File: src/rtl/sha3_padder.sv
// sha3_padder: packs a byte stream into SHA-3 rate blocks
// and applies pad10*1 with a domain-separation suffix.
module sha3_padder #(
  parameter int D = 256,
  parameter logic [7:0] SUFFIX = 8'h06,
  localparam int R = 1600 - 2 * D
) (
  input  logic         clk,
  input  logic         reset,
  input  logic [7:0]   in_data,
  input  logic         in_valid,
  input  logic         in_last,
  input  logic         in_empty,
  output logic         in_ready,
  output logic [R-1:0] block,
  output logic         block_valid,
  output logic         block_last,
  input  logic         block_ready
);

  localparam int NB = R / 8;
  localparam int CW = $clog2(NB);
  localparam int PW = CW + 3;

  typedef enum logic {FILL, OUT} state_t;

  state_t         state, state_n;
  logic [CW-1:0]  cnt, cnt_n;
  logic [R-1:0]   buffer, buf_n;
  logic           pad_pending, pad_n;
  logic           last_r, last_n;
  logic [PW-1:0]  pos, pos1;
  logic           at_end;

  assign pos    = {cnt, 3'b000};
  assign pos1   = pos + PW'(8);
  assign at_end = (cnt == CW'(NB - 1));

  assign in_ready    = (state == FILL) && reset;
  assign block_valid = (state == OUT);
  assign block_last  = last_r;
  assign block       = buffer;

  // state and datapath registers, synchronous active-low reset
  always_ff @(posedge clk) begin
    if (!reset) begin
      state       <= FILL;
      cnt         <= '0;
      buffer      <= '0;
      pad_pending <= 1'b0;
      last_r      <= 1'b0;
    end else begin
      state       <= state_n;
      cnt         <= cnt_n;
      buffer      <= buf_n;
      pad_pending <= pad_n;
      last_r      <= last_n;
    end
  end

  // next-state: byte packing, padding and block handoff
  always_comb begin
    state_n = state;
    cnt_n   = cnt;
    buf_n   = buffer;
    pad_n   = pad_pending;
    last_n  = last_r;
    unique case (state)
      FILL: begin
        if (in_valid) begin
          if (!in_last) begin
            buf_n[pos +: 8] = in_data;
            if (at_end) begin
              state_n = OUT;
              last_n  = 1'b0;
              cnt_n   = '0;
            end else begin
              cnt_n = cnt + CW'(1);
            end
          end else if (in_empty) begin
            buf_n[pos +: 8]   = SUFFIX;
            buf_n[R-1 -: 8]   = buf_n[R-1 -: 8] | 8'h80;
            state_n = OUT;
            last_n  = 1'b1;
          end else if (at_end) begin
            // suffix does not fit; a pad-only block follows
            buf_n[pos +: 8] = in_data;
            state_n = OUT;
            last_n  = 1'b0;
            pad_n   = 1'b1;
          end else begin
            buf_n[pos +: 8]  = in_data;
            buf_n[pos1 +: 8] = SUFFIX;
            buf_n[R-1 -: 8]  = buf_n[R-1 -: 8] | 8'h80;
            state_n = OUT;
            last_n  = 1'b1;
          end
        end
      end
      OUT: begin
        if (block_ready) begin
          buf_n = '0;
          if (pad_pending) begin
            buf_n[7:0]      = SUFFIX;
            buf_n[R-1 -: 8] = 8'h80;
            last_n = 1'b1;
            pad_n  = 1'b0;
          end else begin
            cnt_n   = '0;
            state_n = FILL;
            last_n  = 1'b0;
          end
        end
      end
    endcase
  end

endmodule

File: config.mk
export PLATFORM = sky130hd
export DESIGN_NAME = sha3_padder
export DESIGN_NICKNAME = d
export VERILOG_FILES = /design/src/rtl/sha3_padder.sv
export SDC_FILE = /design/constraint.sdc
export NUM_CORES = 2
export LEC_CHECK = 0
export ABC_CLOCK_PERIOD_IN_PS = 3400
export CORE_AREA = 4 4 423 425
export DETAILED_ROUTE_END_ITERATION = 7
export DIE_AREA = 0 0 427 429
export PLACE_DENSITY = 0.51
export SYNTH_ARGS = -nofsm -noshare
export SYNTH_HDL_FRONTEND = slang
export SYNTH_SLANG_ARGS = --single-unit
export TNS_END_PERCENT = 30
File: constraint.sdc
create_clock -name clk -period 3.4 [get_ports clk]
set_clock_uncertainty 0.15 [all_clocks]
set_input_delay 0.68 -clock clk [delete_from_list [all_inputs] [get_ports clk]]
set_output_delay 0.68 -clock clk [all_outputs]
set_load 0.005 [all_outputs]
### Word-level counts from Yosys, hierarchy flattened

Index checks and enable logic that the tools add are counted.

* $add $sub $neg: 4
* equality and inequality tests: 9
* shift-type cells: 5
* mux-type cells: 36
* bitwise gates (word level): 1
* reduce and logical (&&, ||, !) cells: 5

Operator list (number)
* $mux W1088: 5
* $bwmux W1088: 3
* $pmux W1088 S2: 1
* $shift A8 B13 Y1088 const A: 2
* $shiftx A8 B13 Y1088 const A: 2
* $shiftx A8 B13 Y1088: 1
* $mux W8: 6
* $neg A11 Y13: 2
* $mux W1: 16
* $pmux W8 S2: 1
* $ne A2 B2 Y1 const B: 7
* $add A11 B4 Y11 const B: 1
* $add A8 B1 Y8 const B: 1
* $eq A8 B8 Y1 const B: 1
* $pmux W1 S2: 3
* $reduce_and A5 Y1: 1
* $reduce_and A4 Y1: 1
* $mux W3: 1
* $ne A3 B3 Y1 const B: 1
* $reduce_and A3 Y1: 1
* $reduce_and A2 Y1: 1
* $logic_and A1 B1 Y1: 1
* $not A1 Y1: 1

* flip-flop bits (word level): 1099
* input port bits: 14
* output and inout bits: 1091

### Depth between registers and ports, before layout

* word-level depth: 9
* mapped depth: 16

### Worst setup path after synthesis

Ideal clock, no wire load.

* path type: flip-flop to flip-flop
* start point: reg cnt[1]
* end point: reg buffer[448] (netlist: block[448])
* library setup time: 0.131 ns
* arrival time: 3.267 ns
* data required time: 3.119 ns
* slack: -0.147 ns
* stages on the path, launching flop included: 14
* period minus slack after synthesis: 3.547 ns
* cell sequence: dfxtp_1 -> buf_2 -> inv_1 -> ha_1 -> clkbuf_1 -> or3_1 -> nand2b_1 -> a21boi_1 -> nand4_1 -> a211oi_2 -> buf_2 -> nand3_1 -> a21oi_2 -> o22ai_1

* cells in the longest elaborated chain, start to end: 9
* elaborated cells on any way between the ends: 17

Ends and longest elaborated chain
* start, declared: RTL line 28 `logic [CW-1:0] cnt, cnt_n;`
* start signal, assigned: RTL line 54 `cnt <= cnt_n;`
* $add A11 B4 Y11 / $neg A11 Y13 (equally long branches)
* $neg A11 Y13, or another cell as far along: RTL line 93 `buf_n[pos1 +: 8] = SUFFIX;`
* $shiftx A8 B13 Y1088, or another cell as far along: RTL line 93
* $bwmux W1088: RTL line 93
* $mux W1088: RTL line 85 `end else if (at_end) begin`
* $mux W1088: RTL line 80 `end else if (in_empty) begin`
* $mux W1088 (*): RTL line 71 `if (!in_last) begin`
* $mux W1088 (*): RTL line 70 `if (in_valid) begin`
* $pmux W1088 S2 (*): RTL line 68 `unique case (state)`
* end signal, assigned: RTL line 55 `buffer <= buf_n;`
* end, declared: RTL line 29 `logic [R-1:0] buffer, buf_n;`

Every way passes the cells marked *; elsewhere a longest branch is shown, timed or not. The select of a mux whose other input is x is not followed.
A chain may end at the register's enable or synchronous reset.

### Worst setup path after layout

* start point: reg cnt[1]
* end point: reg buffer[863] (netlist: block[863])

The elaborated chain is that of the path after synthesis.

==> metrics.txt <==
total DRC errors in the routed layout=0; worst min-delay path category=in2reg; antenna viol nets, final=0; DRT Pass-1 Iters=7; post-synthesis area per instance=roughly 8.2 µm²; outcome=complete, but fails checks; pin count of the biggest net entering global routing=69; Setup violations, final=26; violations in the final reports=setup timing; clock edge transition at the registers on the reported setup and hold paths=roughly 0.060 ns; number of buffers created by CTS=135; Synth Register Bits=between 1000 and 1500; maximum count of clock buffers along a single path=3; vias post-DR=about 61000; dpl hpwl=between 200000 and 300000 µm; number of enable flip-flop cells after synthesis=0; master cell of the clock root buffer=sky130_fd_sc_hd__clkbuf_16; max-cap viol count=0; element type at the critical path start=flop; standby leakage power=~28 nW; R2R depth=12; xor and xnor fraction of the mapped netlist area=0.003194; post-route worst hold slack=approximately 0.089 ns; commonest non-fill, non-tap cell in the layout=sky130_fd_sc_hd__clkdlybuf4s50_1; Pwr Density=approximately 440 nW/µm²; netlist area before placement=between 40000 and 50000 µm²; final critical-path required period=roughly 3.5 ns; area taken by flip-flops and latches=~22000 µm²; Synth top area share=0.4493; Routability Congestion=around 1; portion of the clock cycle consumed by the worst path in the final layout=1.041; H-tree depth=4; CTS tree=done; IO Count=1105; Slew HR=0.3101; Compound-Gate Fraction of Synth Area=0.2987; die area=183200 µm²; main combinational cell family by area after synthesis=compound AO/OA/AOI/OAI gates; wire length of the first global-routing pass=about 480000 µm; Final Slew Violations=0; final instance area=78470 µm²; critical path type=reg2reg; net count of the mapped netlist=roughly 6000; number of warnings issued by yosys=0; endpoints failing hold=0; Multi-input gate area=about 27000 µm²; final setup margin=-0.1378 ns; share of cell area taken by muxes after synthesis=0.01375; leftover overflow at the end of global routing=0; aggregate negative setup slack=-1.014 ns; most frequent cells in the layout=sky130_fd_sc_hd__clkdlybuf4s50_1, sky130_fd_sc_hd__dfxtp_1, sky130_fd_sc_hd__buf_4, sky130_fd_sc_hd__nor2_1, sky130_fd_sc_hd__a21oi_1; max frequency=around 0.28 GHz; unrepaired setup endpoints after global routing=true; largest area contributor in the synthesized netlist=sky130_fd_sc_hd__dfxtp_1; hold bufs inserted after CTS=0; depth of the worst hold-timing path=2; clock latency on the worst-skew pair=roughly 0.85 ns; CP required=approximately 4 ns; via count of the first global-routing pass=56990; detailed-route wire length=363900 µm; Initial DRC Count=roughly 8400; adder-cell share of the synthesized area=0.001533; share of layout cells above drive strength 1=0.2291; number of fillers in the final layout=17340; overall die height=around 430 µm; core utilization of the finished layout=0.4475; x dimension of the die=between 400 and 500 µm; maximum ir drop on the vdd rail=roughly 460 µV; number of sinks driven by the clock tree=1099; simple-gate area share of the yosys netlist=0.1900; # rows=154; post-placement cell area=about 71000 µm²; sequential-to-total area share from yosys stat=0.4493; cell count after synthesis=5979; routed vias/inst=~6; fraction of synthesis flops using an asynchronous set or reset pin=0; top post-synthesis cells by area=sky130_fd_sc_hd__dfxtp_1, sky130_fd_sc_hd__a21oi_1, sky130_fd_sc_hd__nor2_1; crit end category=flop; Tightest Pin Transition=1.029 ns; drt wl/cell=between 30 and 40 µm; maximum fanout along the worst path=8; worst slack, placed=-0.5648 ns; Synth cell types=about 100; number of buffer cells added on primary ports=roughly 1100; Post-layout nets=~7900; starting utilization of the core area=0.2793; leading register cell type out of synthesis=sky130_fd_sc_hd__dfxtp_1; number of antenna violations at the first check in global routing=23; critical path arrival=between 4 and 5 ns; total core area=around 180000 µm²; all-layer global routing usage=0.3758; area overhead of the layout relative to synthesis=60.24%
[cells in the mapped netlist (50+ instances only)]
library cell                instances
sky130_fd_sc_hd__o21ai_0          337
sky130_fd_sc_hd__o21ai_1           63
sky130_fd_sc_hd__o221a_2           73
sky130_fd_sc_hd__nor2_1           839
sky130_fd_sc_hd__a22o_1           223
sky130_fd_sc_hd__o22ai_1           79
sky130_fd_sc_hd__a211oi_1          62
sky130_fd_sc_hd__dfxtp_1         1099
sky130_fd_sc_hd__nand2_1          522
sky130_fd_sc_hd__o2bb2ai_1         50
sky130_fd_sc_hd__nor3_1           325
sky130_fd_sc_hd__a31oi_1          142
sky130_fd_sc_hd__a21oi_1          665
sky130_fd_sc_hd__clkbuf_1         379
sky130_fd_sc_hd__mux2i_1           65
sky130_fd_sc_hd__buf_2             69
sky130_fd_sc_hd__nand3_1          218
[critical path, stage by stage, from the launching register on]
cell	delay (ns)
sky130_fd_sc_hd__dfxtp_4	0.40
sky130_fd_sc_hd__buf_8	0.15
sky130_fd_sc_hd__ha_4	0.13
sky130_fd_sc_hd__or4b_4	0.47
sky130_fd_sc_hd__o31ai_4	0.11
sky130_fd_sc_hd__xor2_2	0.20
sky130_fd_sc_hd__buf_4	0.14
sky130_fd_sc_hd__o31ai_4	0.07
sky130_fd_sc_hd__nor3_2	0.78
sky130_fd_sc_hd__a21oi_1	0.35
sky130_fd_sc_hd__o21ai_1	0.22
sky130_fd_sc_hd__buf_4	0.17
sky130_fd_sc_hd__nor2_1	0.05
[cells by family after synthesis]
| logic type | Yosys count |
|---|---|
| AOI/OAI and AO/OA | 2151 |
| xor gates and xnor gates | 17 |
| adders and majority gates | 6 |
| buffers and inverters | 537 |
| DFF | 1099 |
| muxes | 67 |
| and+or+nand+nor | 2102 |
[state kept, by name, summed over array words and instances (netlist names)]
signal,flops
cnt,8
block_valid,1
pad_pending,1
block,1088
block_last,1
[report_power, final]
group	leakage (nW)	switching [mW]	total, mW	internal, mW
clock network	2.37	6.63	16.0	9.40
registers	8.87	0.103	13.1	13.0
logic	17.2	3.82	5.50	1.68
total	28.4	10.6	34.6	24.1
[metal layers]
metal | vias up | GRT usage | share of wire
met4 | 16 | 0.2115 | 0.071
li1 | 25880 | - | -
met1 | 30200 | 0.4863 | 0.40
met2 | 4058 | 0.5535 | 0.42
met3 | 950 | 0.1143 | 0.11
met5 | - | 0 | 0.00037
[worst paths after layout]
path | start | end | slack [ns]
worst max-delay path | cnt[1] | block[863] | -0.14
worst min-delay path | reset | block[721] | 0.09
worst max register to register | cnt[1] | block[863] | -0.14
worst min register to register | block[309] | block[309] | 0.30
[through the flow]
stage | std cells | power, mW
6_report | 10320 | 34.61
5_1_grt | 10310 | 35.20
4_1_cts | 10270 | 34.30
3_5_place_dp | 9997 | 18.30
3_3_place_gp | 9997 | 18.30
2_1_floorplan | 5979 | 15.17
[final cells by class]
class | count | share of cell area
diodes | 11 | 0.0003508
well taps | 2340 | 0.03731
flip-flops and latches | 1099 | 0.2806
clock buffers | 174 | 0.04785
multi-input cells | 4344 | 0.3415
clock inverters | 71 | 0.01409
repair buffers | 2241 | 0.2760
inverters | 44 | 0.002232
[what timing repair did]
| item | in CTS | in global routing |
|---|---|---|
| pin swaps | 29 | 79 |
| gates resized for setup | 153 | 232 |
| setup buffers | 24 | 44 |
| cloned | 1 | 6 |
| endpoints found under the setup margin | 1058 | 949 |
Note: power is estimated with default switching activity, not from simulation.
